--- src/rtl/compare_arbiter_pkg.sv ---
// Shared state encodings, requester ids and the grant helper for compare_arbiter.
package compare_arbiter_pkg;

  typedef enum logic [1:0] {
    IDLE = 2'd0,
    CMP  = 2'd1,
    RESP = 2'd2
  } state_e;

  localparam logic REQ_ID0 = 1'b0;
  localparam logic REQ_ID1 = 1'b1;

  localparam int CMP_COUNT_W = 8;

  // A lone request always wins; the pointer only breaks a tie.
  function automatic logic pick_requester(input logic r0, input logic r1, input logic ptr);
    logic win;
    if (r0 && r1) begin
      win = ptr;
    end else if (r1) begin
      win = REQ_ID1;
    end else begin
      win = REQ_ID0;
    end
    return win;
  endfunction

endpackage

--- src/rtl/compare_arbiter_cmp_core.sv ---
// Purely combinational unsigned magnitude comparator; exactly one flag is high.
module cmp_core #(
  parameter int WIDTH = 2
) (
  input  logic [WIDTH-1:0] a,
  input  logic [WIDTH-1:0] b,
  output logic             gt,
  output logic             lt,
  output logic             eq
);

  assign gt = (a > b);
  assign lt = (a < b);
  assign eq = (a == b);

endmodule

--- src/rtl/compare_arbiter.sv ---
// Two-requester round-robin arbiter in front of a registered comparator (IDLE/CMP/RESP).
// Optional 8-bit compare counter output enabled by macro COMPARE_ARBITER_STATS_EN.
module compare_arbiter
  import compare_arbiter_pkg::*;
#(
  parameter int WIDTH = 2
) (
  input  logic             clk,
  input  logic             rst_n,
  input  logic             req0,
  input  logic             req1,
  input  logic [WIDTH-1:0] a0,
  input  logic [WIDTH-1:0] b0,
  input  logic [WIDTH-1:0] a1,
  input  logic [WIDTH-1:0] b1,
  output logic             ack0,
  output logic             ack1,
  output logic             res_valid,
  output logic             res_id,
  output logic             a_gt_b,
  output logic             a_lt_b,
  output logic             a_eq_b,
  output logic             busy
`ifdef COMPARE_ARBITER_STATS_EN
  ,
  output logic [CMP_COUNT_W-1:0] cmp_count
`endif
);

  state_e           state_q, state_d;
  logic             ptr_q, ptr_d;
  logic             id_q, id_d;
  logic             res_id_q, res_id_d;
  logic [WIDTH-1:0] a_q, a_d;
  logic [WIDTH-1:0] b_q, b_d;
  logic             gt_q, gt_d;
  logic             lt_q, lt_d;
  logic             eq_q, eq_d;
  logic             core_gt, core_lt, core_eq;
`ifdef COMPARE_ARBITER_STATS_EN
  logic [CMP_COUNT_W-1:0] count_q, count_d;
`endif

  cmp_core #(.WIDTH(WIDTH)) u_cmp_core (
    .a  (a_q),
    .b  (b_q),
    .gt (core_gt),
    .lt (core_lt),
    .eq (core_eq)
  );

  always_ff @(posedge clk or negedge rst_n) begin
    if (!rst_n) begin
      state_q  <= IDLE;
      ptr_q    <= REQ_ID0;
      id_q     <= REQ_ID0;
      res_id_q <= REQ_ID0;
      a_q      <= '0;
      b_q      <= '0;
      gt_q     <= 1'b0;
      lt_q     <= 1'b0;
      eq_q     <= 1'b1;
`ifdef COMPARE_ARBITER_STATS_EN
      count_q  <= '0;
`endif
    end else begin
      state_q  <= state_d;
      ptr_q    <= ptr_d;
      id_q     <= id_d;
      res_id_q <= res_id_d;
      a_q      <= a_d;
      b_q      <= b_d;
      gt_q     <= gt_d;
      lt_q     <= lt_d;
      eq_q     <= eq_d;
`ifdef COMPARE_ARBITER_STATS_EN
      count_q  <= count_d;
`endif
    end
  end

  always_comb begin
    state_d = state_q;
    case (state_q)
      IDLE:    if (req0 || req1) state_d = CMP;
      CMP:     state_d = RESP;
      RESP:    state_d = IDLE;
      default: state_d = IDLE;
    endcase
  end

  // Datapath updates tied to the transitions: grant/latch, register flags, advance pointer.
  always_comb begin
    ptr_d    = ptr_q;
    id_d     = id_q;
    res_id_d = res_id_q;
    a_d      = a_q;
    b_d      = b_q;
    gt_d     = gt_q;
    lt_d     = lt_q;
    eq_d     = eq_q;
`ifdef COMPARE_ARBITER_STATS_EN
    count_d  = count_q;
`endif
    case (state_q)
      IDLE: begin
        if (req0 || req1) begin
          id_d = pick_requester(req0, req1, ptr_q);
          a_d  = (id_d == REQ_ID1) ? a1 : a0;
          b_d  = (id_d == REQ_ID1) ? b1 : b0;
        end
      end
      CMP: begin
        gt_d     = core_gt;
        lt_d     = core_lt;
        eq_d     = core_eq;
        res_id_d = id_q;
      end
      RESP: begin
        ptr_d = ~res_id_q;
`ifdef COMPARE_ARBITER_STATS_EN
        count_d = count_q + 8'd1;
`endif
      end
      default: ;
    endcase
  end

  always_comb begin
    busy      = (state_q != IDLE);
    res_valid = (state_q == RESP);
    ack0      = res_valid && (res_id_q == REQ_ID0);
    ack1      = res_valid && (res_id_q == REQ_ID1);
  end

  assign res_id = res_id_q;
  assign a_gt_b = gt_q;
  assign a_lt_b = lt_q;
  assign a_eq_b = eq_q;
`ifdef COMPARE_ARBITER_STATS_EN
  assign cmp_count = count_q;
`endif

endmodule
--- config.mk ---
export PLATFORM = sky130hd
export DESIGN_NAME = compare_arbiter
export DESIGN_NICKNAME = d
export VERILOG_FILES = /design/src/rtl/compare_arbiter_pkg.sv /design/src/rtl/compare_arbiter_cmp_core.sv /design/src/rtl/compare_arbiter.sv
export SDC_FILE = /design/constraint.sdc
export NUM_CORES = 1
export LEC_CHECK = 0
export ABC_CLOCK_PERIOD_IN_PS = 1570
export BUFFER_PORTS_ARGS = -buffer_cell sky130_fd_sc_hd__clkbuf_2
export CELL_PAD_IN_SITES_DETAIL_PLACEMENT = 0
export CELL_PAD_IN_SITES_GLOBAL_PLACEMENT = 1
export CORE_MARGIN = 2
export CORE_UTILIZATION = 35
export DETAILED_ROUTE_END_ITERATION = 7
export HOLD_SLACK_MARGIN = 0.12
export PLACE_DENSITY_LB_ADDON = 0.1
export RECOVER_POWER = 50
export SLEW_MARGIN = 10
export SYNTH_ARGS = -nofsm -noshare
export SYNTH_HDL_FRONTEND = slang
export SYNTH_SLANG_ARGS = --single-unit
--- constraint.sdc ---
create_clock -name clk -period 1.57 [get_ports clk]
set_input_delay 0.0785 -clock clk [delete_from_list [all_inputs] [get_ports clk]]
set_output_delay 0.0785 -clock clk [all_outputs]
set_load 0.02 [all_outputs]
Word level (Yosys, flattened, before mapping)

Cells that the tools add are included.

Bits in registers: 12
Input port bits: 12
Output and inout bits: 8

Order comparisons: 2
Eq/ne operators: 4
Multiplexer cells: 8
Bitwise gates (word level): 1
Reduce and logical (&&, ||, !) cells: 7

Operator list:

| cell                                           | count |
|---|---|
| 2-to-1 mux 2 bit                               | 3 |
| 2-to-1 mux 1 bit                               | 4 |
| one-hot mux 2 bit (2 select lines)             | 1 |
| logical AND 1 bit                              | 3 |
| == test 2 x 1 -> 1 bit (second input constant) | 1 |
| == test 2 bit                                  | 1 |
| == test 2 bit (second input constant)          | 1 |
| > comparator 2 bit                             | 1 |
| logical NOT 2 bit                              | 1 |
| < comparator 2 bit                             | 1 |
| inequality test 2 bit (second input constant)  | 1 |
| AND reduction 2 bit                            | 1 |
| nonzero test 2 bit                             | 1 |
| logical OR 1 bit                               | 1 |
| inverter 1 bit                                 | 1 |

Longest topological paths before layout

Gate-level depths: netlist (run 1).

Word-level depth: 5
Depth in mapped cells: 5
Mapped depth without buffers: 5

Hierarchy

Synthesis (run 1) repeated with hierarchy kept, for this count alone.

Cell total of the unflattened synthesis: 59
Area, all modules: 631.9 um^2

By module, submodules not included:

| module          | instances | cells an instance | area each (um^2) |
|---|---|---|---|
| compare_arbiter | 1         | 50                | 569.3 |
| cmp_core        | 1         | 9                 | 62.6 |

Worst setup path after synthesis (run 1)

No wires, ideal clock.

Path type: register -> register
From: register state_q[0]
To: register ptr_q
Data arrival time: 1,159 ps
Required time: 1,442 ps
Slack: 283 ps
Cell stages (with the launch flop): 4
Buffers on the path: 0
Period minus slack after synthesis: 1,287 ps
Cell sequence: dfrtp_1 > nor2b_1 > and2_1 > nor2_1

Word-level cells in the longest chain between the ends: 1

RTL lines:

| what                     | RTL line              | source |
|---|---|---|
| start: declaration       | compare_arbiter.sv:30 | `state_e state_q, state_d;` |
| start signal: assignment | compare_arbiter.sv:67 | `state_q <= state_d;` |
| == test 2 bit            | n/a                   |  |
| named net res_valid      | compare_arbiter.sv:18 | `output logic res_valid,` |
| end signal: assignment   | compare_arbiter.sv:68 | `ptr_q <= ptr_d;` |
| end: declaration         | compare_arbiter.sv:31 | `logic ptr_q, ptr_d;` |

The timed path passes the listed nets, and every way through them passes these cells.
A chain may end at the register's enable or synchronous reset.

Worst setup path in the final report (run 1)

From: register state_q[0]
To: output port ack1

Word-level cells in the longest chain between the ends: 2

RTL lines:

| what              | RTL line               | source |
|---|---|---|
| == test 2 bit     | compare_arbiter.sv:131 | `res_valid = (state_q == RESP);` |
| logical AND 1 bit | compare_arbiter.sv:133 | `ack1 = res_valid && (res_id_q == REQ_ID1);` |
| end: declaration  | compare_arbiter.sv:17  | `output logic ack1,` |

No other way between the ends.

==> results of run 1 <==
## report_power, final
group,switching (W),internal (W),total [W],leakage [nW]
clock network,0.0000963,0.0000982,0.000194,0.0150
logic,0.000462,0.000314,0.000776,0.228
registers,0.0000812,0.000466,0.000548,0.140
total,0.000639,0.000879,0.00152,0.383
## per-stage QoR
stage / setup slack [ns] / hold WS [ns]
after floorplan: 0.2830 / -0.2171
after global placement: 0.3964 / -0.01975
after detailed placement: 0.3763 / -0.01630
after CTS: 0.2466 / 0.1372
after global routing: 0.1476 / 0.1649
final: 0.2639 / 0.1440
## layout by cell type, fill, tap and decap left out
cell	synthesis	layout
a31oi_4	1	1
clkbuf_4	0	3
nand2b_1	2	2
nand3_1	4	4
o21ai_0	8	8
dfstp_2	1	1
clkbuf_1	1	5
nand2_1	5	5
buf_4	0	1
dlygate4sd3_1	0	7
nor2b_1	4	4
clkbuf_2	0	15
o32ai_2	1	1
nor2_1	3	3
dfrtp_1	11	11
ha_1	2	2
o31ai_1	1	1
inv_1	6	6
a21oi_1	4	4
or2_4	1	1
and2_1	2	2
a31oi_2	3	3
## worst max path at each step
stage                     slack (ns)                  to  cells after the start
after floorplan                 0.28   ptr_q$_DFFE_PN0P_                      3
after global placement          0.40  a_gt_b$_DFFE_PN0N_                      4
after detailed placement        0.38  a_gt_b$_DFFE_PN0N_                      4
after CTS                       0.25                ack1                      3
after global routing            0.15                ack1                      3
final                           0.26                ack1                      3
## cells in the mapped netlist
master / n
nand3_1: 4
dfrtp_1: 11
a31oi_2: 3
nor2b_1: 4
inv_1: 6
buf_6: 1
clkbuf_1: 1
o21ai_0: 8
nand2b_1: 2
nand2_1: 5
o31ai_1: 1
a31oi_4: 1
o32ai_2: 1
a21oi_1: 4
or2_4: 1
and2_1: 2
ha_1: 2
nor2_1: 3
dfstp_2: 1
## worst register-to-register path, stage by stage, from the launching register on
cell     delay (ns)
dfrtp_1        0.38
ha_1           0.31
nor2b_1        0.14
o21ai_0        0.14
o21ai_0        0.09
## metal layers
metal	routed length, µm	share of wire	vias up	global-route usage
li1	-	-	265	-
met1	511	0.43	220	0.1598
met2	606	0.51	16	0.2306
met3	52	0.044	2	0.01190
met4	12	0.010	0	0.08571
met5	0	0	-	0
## final cells by class
type                            count  area share
Clock buffer                        4     0.03221
Inverter                            6     0.02761
Multi-Input combinational cell     41      0.3390
Sequential cell                    12      0.3696
Tap cell                           17     0.02607
Timing Repair Buffer               27      0.2055
## cells by family (layout without fill, tap and decap cells)
| group | Yosys count | after routing | synth area share |
|---|---|---|---|
| adders and majority gates | 2 | 2 | 0.04064 |
| and+or+nand+nor | 21 | 21 | 0.1768 |
| buffers and inverters | 8 | 37 | 0.06097 |
| DFF | 12 | 12 | 0.4898 |
| AOI/OAI and AO/OA | 18 | 18 | 0.2317 |
==> flow_summary.toml, run 1 <==
[cells_and_area]
final_util = 0.4830
final_nets = 105
stdcell_area_um2 = 815.8
fin_cells = 107
largestRegisters = "a_q (2), b_q (2), state_q (2)"
syn_to_final_growth_pct = 32.52
drive_above_1_share = 0.2889
diodes = 0
seq_area_um2 = 301.5
fill_cells = 182
multi_input_area_um2 = 276.5

[min_path]
hp-start = "a1[0]"
holdCritPathClass = "in2reg"
whs_endpoint = "a_q[0]$_DFFE_PN0P_"
whs_path_depth = 3

[synth]
synth_nets = 75
syn_area_um2 = 615.6
synth.area.top_cells = "dfrtp_1 45%, o21ai_0 6.5%, a31oi_2 6.1%"
ys_warn_count = 0
netlist_instances = 61
synth_top_area_frac = 0.4472
syn_avg_cell_area_um2 = 10.09
synth.ff_latch_count = 12
ys_types = 19
yosys.area.top_type = "dfrtp_1"
ys_seq_area_frac = 0.4898

[critical_path]
critPathLaunchType = "flip-flop"
timing.rr.start = "a_q[1]$_DFFE_PN0P_"
cp-startpoint = "state_q[0]$_DFFE_PN0P_"
r2r_cells = 4
r2r_setup_slack_ns = 0.39
crit_buf_inv = 1
crit_chain = "nor2b_1, and2_1, clkbuf_2"
crit_slowest_cell = "dfrtp_1"
critical_path_arrival_ns = 1.23
worstSetupEndpointType = "primary output"
worst-setup-path-type = "reg2out"
crit_path_max_incr_delay_ns = 0.39
cp_max_fo = 4
critPathTopFamily = "simple AND/OR/NAND/NOR gates"
r2r_end = "a_gt_b$_DFFE_PN0N_"
critPathRequiredTime_ns = 1.49

[floorplan]
dieArea_um2 = 2110
die_w_um = 45.94
start_util = 0.3644
core_um2 = 1689
io_pins = 20
rows = 15
die_height_um = 45.94

[route]
viasPerCell = 4.701
vias = 503
post_drt_wl_per_cell_um = 11.07
drtIter0Drc = 3
ant_nets = 0
drt-pass1-iter-count = 2
wirelength_um = 1184
drc_errors = 0

[clock_tree]
worstSkewPairLatency_ns = 0.27
cts_tree = "yes"
h-tree-depth = 1
hold_buffers = 7
cts_buffers = 3
path_clk_slew_ns = 0.07
cts.repair.resized = 0
cts_setup_buffers = 0
ctsRootBufferMaster = "clkbuf_4"
clk_path_buf_depth = 2
clkSinkCount = 12

[timing]
finalCriticalPeriod_ns = 1.306
fmax_mhz = 765.6
setup-violations-final = 0
tightest_slew_ns = 0.6297
finalSetupTns_ns = 0
slew_violations = 0
rsz0062_at_grt = "false"
relSlewSlack = 0.5802
fin_crit_sh = 0.8319
hold_viol = 0
skew_ns = 0.004904

[global_route]
grt_start_max_net_pins = 13
grtUsageTotal = 0.1352
antenna_found_initial = 0
grt_overflow = 0
grt_pass1_vias = 501
grt_pass1_wl_um = 2049

[pwr]
power_density_nw_per_um2 = 1861
power_w = 0.001518
vdd_drop_max_uv = 776.4
leakage_nw = 0.3834

[placed_design]
place_congestion = 0.6514
portBuffers = 19
post-place-cells = 96
placedInstanceArea_um2 = 724.4
dp.final_hpwl_um = 923.4

[outcome]
status = "finished clean"

[job]
maxCapViolations = 0
Power figures use the tool's default switching activity.
==> run 2: changes to the inputs <==
--- a/config.mk
+++ b/config.mk
@@ -5,12 +5,13 @@
 export SDC_FILE = /design/constraint.sdc
 export NUM_CORES = 1
 export LEC_CHECK = 0
-export ABC_CLOCK_PERIOD_IN_PS = 1570
+export ABC_AREA = 1
+export ABC_CLOCK_PERIOD_IN_PS = 1300
 export BUFFER_PORTS_ARGS = -buffer_cell sky130_fd_sc_hd__clkbuf_2
 export CELL_PAD_IN_SITES_DETAIL_PLACEMENT = 0
 export CELL_PAD_IN_SITES_GLOBAL_PLACEMENT = 1
 export CORE_MARGIN = 2
-export CORE_UTILIZATION = 35
+export CORE_UTILIZATION = 34
 export DETAILED_ROUTE_END_ITERATION = 7
 export HOLD_SLACK_MARGIN = 0.12
 export PLACE_DENSITY_LB_ADDON = 0.1
==> constraint.sdc (replaced) <==
create_clock -name clk -period 1.3 [get_ports clk]
set_input_delay 0.065 -clock clk [delete_from_list [all_inputs] [get_ports clk]]
set_output_delay 0.065 -clock clk [all_outputs]
set_load 0.02 [all_outputs]
==> run 2 against run 1 <==
  * Clock-buffer cell count is the same
  * Largest power group unchanged
  * Global-route usage shrank 1.3 points
  * Critical path type unchanged
  * Clock skew shrank 0.0032 ns
  * Utilization shrank 0.16 points
  * Setup slack lost 0.14 ns
  * Sequential power grew 19%
  * Critical endpoint unchanged
  * Hold slack lost 0.011 ns
  * First-iteration DRC count grew to 2.7 times the previous value
  * Clock power grew 49%
  * Largest cell class unchanged
  * Combinational power grew 11%
  * Highest routed layer is now met3
==> flow_summary.toml, run 2 <==
[timing]
fin_ws_ns = 0.1279
relSlewSlack = 0.5804
fin_crit_sh = 0.9016
finalSetupTns_ns = 0
rsz0062_at_grt = "false"
setup-violations-final = 0
hold_ws_ns = 0.1332
finalCriticalPeriod_ns = 1.172
skew_ns = 0.001673
fmax_mhz = 853.2
hold_viol = 0
tightest_slew_ns = 0.6294
slew_violations = 0

[cells_and_area]
largestRegisters = "a_q (2), b_q (2), state_q (2)"
drive_above_1_share = 0.3010
final_nets = 118
final_cell_mix = "22 x nand2_1, 17 x clkbuf_2, 16 x inv_1"
stdcell_area_um2 = 822.0
final_util = 0.4813
syn_to_final_growth_pct = 34.08
diodes = 0
mostFrequentLayoutCell = "nand2_1"

[critical_path]
worst-setup-path-type = "reg2out"
crit_slowest_cell = "dfrtp_1"
crit_chain = "inv_2, nand2_1, nor2_2, buf_4"
critPathRequiredTime_ns = 1.24
cp_max_fo = 4
critPathLaunchType = "flip-flop"
crit_path_max_incr_delay_ns = 0.37
critical_path_arrival_ns = 1.11
worstSetupEndpointType = "primary output"

[global_route]
grt_overflow = 0
grt_pass1_wl_um = 1738
grtUsageTotal = 0.1218
grt_start_max_net_pins = 13
antenna_found_initial = 0
grt_pass1_vias = 448

[clock_tree]
cts_buffers = 3
clkSinkCount = 12
cts_setup_buffers = 0
h-tree-depth = 1
worstSkewPairLatency_ns = 0.27
cts_tree = "yes"
ctsRootBufferMaster = "clkbuf_4"
clk_path_buf_depth = 2
path_clk_slew_ns = 0.07

[route]
wirelength_um = 1067
vias = 519
ant_nets = 0
drt-pass1-iter-count = 3
viasPerCell = 4.055
drc_errors = 0
drtIter0Drc = 8
post_drt_wl_per_cell_um = 8.336

[floorplan]
core_um2 = 1708
rows = 15
io_pins = 20
dieArea_um2 = 2159
start_util = 0.3590
die_height_um = 46.47
die_w_um = 46.47

[synth]
synth-edff-count = 0
netlist_instances = 75
ys_types = 17
synth.area.top_cells = "dfrtp_1 45%, nand2_1 13%, inv_1 9.8%"
synth_top_area_frac = 0.4490
synth_adder_area_share = 0.04082
syn_area_um2 = 613.1
synth_nets = 89
synth_xor_area_frac = 0
ys.flop_type = "dfrtp_1"
synth.most_common_cell = "nand2_1"
yosys.area.top_type = "dfrtp_1"
synth_top_family_by_area = "simple AND/OR/NAND/NOR gates"
synthTopCellsByCount = "22 x nand2_1, 16 x inv_1, 11 x dfrtp_1"
ys_warn_count = 0
syn_avg_cell_area_um2 = 8.175
synthArstFlopShare = 1.000
synth-simple-area-share = 0.2939
synth.ff_latch_count = 12
synth_mux_area_frac = 0
synth_compound_area_frac = 0.05918
ys_seq_area_frac = 0.4918

[placed_design]
placedInstanceArea_um2 = 739.5
dp.final_hpwl_um = 867.7
portBuffers = 19
dp_slack_ns = 0.2185
place_congestion = 0.6899

[min_path]
holdCritPathClass = "in2reg"

[pwr]
vdd_drop_max_uv = 1077
power_density_nw_per_um2 = 2188
leakage_nw = 0.4747

[job]
maxCapViolations = 0

[outcome]
status = "finished clean"
run 2: routing by layer:
metal  share of wire  track usage  up-vias  wire, µm
li1                -            -      283         -
met1            0.45       0.1398      222       478
met2            0.49       0.1917       14       520
met3           0.065      0.07059        0        69
met4               0      0.03429        0         0
met5               0            0        -         0
run 2: worst paths after layout:
path                                             start                     end  slack, ns  cells after the start
worst max-delay path            state_q[0]$_DFFE_PN0P_                    ack1       0.13                      4
worst min-delay path                             b1[0]      b_q[0]$_DFFE_PN0P_       0.13                      5
worst max register to register  state_q[1]$_DFFE_PN0P_      a_gt_b$_DFFE_PN0N_       0.20                      3
worst min register to register      b_q[1]$_DFFE_PN0P_      b_q[1]$_DFFE_PN0P_       0.48                      2
max in group asynchronous                        rst_n      b_q[0]$_DFFE_PN0P_       0.57                      2
min in group asynchronous                        rst_n  state_q[0]$_DFFE_PN0P_       0.33                      2
run 2: layout make-up:
class / count / area, µm²
Inverter: 18 / 70.07
Multi-Input combinational cell: 45 / 236.5
Fill cell: 187 / 885.9
Timing Repair Buffer: 24 / 146.4
Sequential cell: 12 / 301.5
Tap cell: 25 / 31.28
Clock buffer: 4 / 36.28
run 2: cell families after synthesis:
| group | after synthesis |
|---|---|
| flip-flops | 12 |
| buffers and inverters | 18 |
| adder cells (fa/ha/maj) | 2 |
| AO/OA/AOI/OAI | 6 |
| AND/OR/NAND/NOR | 37 |
run 2: repair_timing:
action	in CTS	in global routing
endpoints found under the setup margin	0	1
endpoints found under the hold margin	16	0
hold buffers	5	0
gates resized for setup	0	3
run 2: critical path, delay by kind of cell, from the launching register on:
kind                   cells  cell delay [ns]
flip-flops                 1             0.37
AND/OR/NAND/NOR            2             0.24
buffers and inverters      2             0.22
run 2: report_power, final:
group	total (W)	switching (W)	internal [W]
clock network	0.000290	0.000120	0.000170
logic	0.000858	0.000547	0.000310
registers	0.000651	0.0000873	0.000563
total	0.00180	0.000755	0.00104
run 2: metrics by stage:
step                std cells  total power [W]
floorplan                  75         0.001306
global placement          119         0.001537
detailed placement        119         0.001537
CTS                       128         0.001850
global route              128         0.001975
finish                    128         0.001798
==> run 3: changes to the inputs <==
--- a/config.mk
+++ b/config.mk
@@ -7,12 +7,13 @@
 export LEC_CHECK = 0
 export ABC_AREA = 1
 export ABC_CLOCK_PERIOD_IN_PS = 1300
-export BUFFER_PORTS_ARGS = -buffer_cell sky130_fd_sc_hd__clkbuf_2
+export BUFFER_PORTS_ARGS = -buffer_cell sky130_fd_sc_hd__buf_2
 export CELL_PAD_IN_SITES_DETAIL_PLACEMENT = 0
 export CELL_PAD_IN_SITES_GLOBAL_PLACEMENT = 1
 export CORE_MARGIN = 2
 export CORE_UTILIZATION = 34
 export DETAILED_ROUTE_END_ITERATION = 7
+export GPL_ROUTABILITY_DRIVEN = 0
 export HOLD_SLACK_MARGIN = 0.12
 export PLACE_DENSITY_LB_ADDON = 0.1
 export RECOVER_POWER = 50
@@ -20,3 +21,4 @@
 export SYNTH_ARGS = -nofsm -noshare
 export SYNTH_HDL_FRONTEND = slang
 export SYNTH_SLANG_ARGS = --single-unit
+export TNS_END_PERCENT = 20
==> run 3 against run 2 <==
  * Via count up 1.7%
  * Critical path type unchanged
  * Register-to-register slack about the same
  * Combinational power down 0.5%
  * Clock skew about the same
==> flow_summary.toml, run 3 (same netlist as run 2, synthesis figures left out) <==
[cells_and_area]
drive_above_1_share = 0.2788
final_nets = 119
final_util = 0.4842
syn_to_final_growth_pct = 34.90
diodes = 0
mostFrequentLayoutCell = "nand2_1"
largestRegisters = "a_q (2), b_q (2), state_q (2)"
final_cell_mix = "22 x nand2_1, 18 x buf_2, 17 x inv_1"

[clock_tree]
h-tree-depth = 1
ctsRootBufferMaster = "clkbuf_4"
path_clk_slew_ns = 0.08
clk_path_buf_depth = 2
clkSinkCount = 12
cts_tree = "yes"
worstSkewPairLatency_ns = 0.27
cts_setup_buffers = 0
cts_buffers = 3

[critical_path]
cp-startpoint = "state_q[0]$_DFFE_PN0P_"
crit_buf_inv = 2
worstSetupEndpointType = "primary output"
cp_max_fo = 4
critical_path_arrival_ns = 1.16
crit_path_max_incr_delay_ns = 0.37
crit_slowest_cell = "dfrtp_1"
r2r_setup_slack_ns = 0.20
timing.rr.start = "state_q[1]$_DFFE_PN0P_"
critPathLaunchType = "flip-flop"
crit_chain = "inv_1, nand2_1, nor2_1, buf_2"
critPathRequiredTime_ns = 1.24
critPathTopFamily = "flip-flops"
worst-setup-path-type = "reg2out"

[pwr]
leakage_nw = 0.4790
power_w = 0.001807
vdd_drop_max_uv = 792.1
power_density_nw_per_um2 = 2185

[route]
vias = 528
ant_nets = 0
post_drt_wl_per_cell_um = 9.008
viasPerCell = 4.093
drt-pass1-iter-count = 3
wirelength_um = 1162
drc_errors = 0
drtIter0Drc = 9

[timing]
relSlewSlack = 0.5528
skew_ns = 0.001316
tightest_slew_ns = 0.6708
fmax_mhz = 817.9
rsz0062_at_grt = "false"
hold_viol = 0
finalCriticalPeriod_ns = 1.223
fin_crit_sh = 0.9405
finalSetupTns_ns = 0
setup-violations-final = 0
slew_violations = 0

[global_route]
grt_pass1_vias = 510
grt_pass1_wl_um = 2083
gr-usage-met1 = 0.1727
grt_util_met2 = 0.2250
grtUsageTotal = 0.1424
grt_busiest_layer = "met2"
grtUsageMet3 = 0.05882
antenna_found_initial = 0
grt_overflow = 0
grt_start_max_net_pins = 13

[placed_design]
portBuffers = 19
dp.final_hpwl_um = 849.4

[floorplan]
core_um2 = 1708
start_util = 0.3590
dieArea_um2 = 2159
io_pins = 20
die_w_um = 46.47
rows = 15
die_height_um = 46.47

[min_path]
hp-start = "a1[1]"
holdCritPathClass = "in2reg"

[outcome]
status = "finished clean"

[job]
maxCapViolations = 0
==> run 3: cell types whose count changed in the layout (fill, tap and decap cells not counted) <==
| cell | previous run | this run |
|---|---|---|
| clkbuf_2 | 17 | 0 |
| nor2_2 | 2 | 1 |
| dlygate4sd3_1 | 5 | 6 |
| nor2_1 | 2 | 3 |
| buf_4 | 1 | 0 |
| inv_1 | 16 | 17 |
| buf_2 | 0 | 18 |
| inv_2 | 1 | 0 |
==> run 3: worst paths after layout <==
kind | end | cells past startpoint
min | a_q[1]$_DFFE_PN0P_ | 5
max reg2reg | a_gt_b$_DFFE_PN0N_ | 4
min in group asynchronous | state_q[0]$_DFFE_PN0P_ | 2
min reg2reg | b_q[1]$_DFFE_PN0P_ | 2
max | ack1 | 4
max in group asynchronous | id_q$_DFFE_PN0P_ | 2
==> run 3: routing by layer <==
metal	part of all wire	wire, µm	vias to the layer above
met2	0.45	524	11
met3	0.041	48	2
li1	-	-	284
met5	0	0	-
met4	0.012	14	0
met1	0.49	574	231
==> run 3: cell type report <==
type / instances / area, µm²
Timing Repair Buffer: 25 / 153.9
Inverter: 18 / 70.07
Clock buffer: 4 / 36.28
Sequential cell: 12 / 301.5
Fill cell: 184 / 880.8
Multi-Input combinational cell: 45 / 234.0
Tap cell: 25 / 31.28
==> run 3: power breakdown <==
part | switching (W) | total (W) | internal [W]
clock | 0.000133 | 0.000303 | 0.000170
sequential | 0.0000873 | 0.000650 | 0.000563
combinational | 0.000545 | 0.000854 | 0.000310
==> run 3: through the flow <==
step / instances / hold slack (ns) / setup slack (ns) / area, µm²
detailed placement: 119 / -0.03762 / 0.2003 / 739.5
finish: 129 / 0.1348 / 0.07738 / 827.0
global route: 129 / 0.1448 / 0.01175 / 827.0
global placement: 119 / -0.04311 / 0.2126 / 739.5
floorplan: 75 / -0.2306 / 0.2381 / 613.1
CTS: 129 / 0.1352 / 0.06483 / 835.8
==> run 3: what timing repair did <==
item,CTS,global route
hold endpoints to repair,16,0
hold buffers,6,0
gates resized for setup,0,0
==> run 3: worst reg2reg max path, cell delays in order (launching register included) <==
cell and delay (ns):
dfrtp_1 0.40, nor2_1 0.34, inv_1 0.11, nand2_1 0.07
o21ai_0 0.07
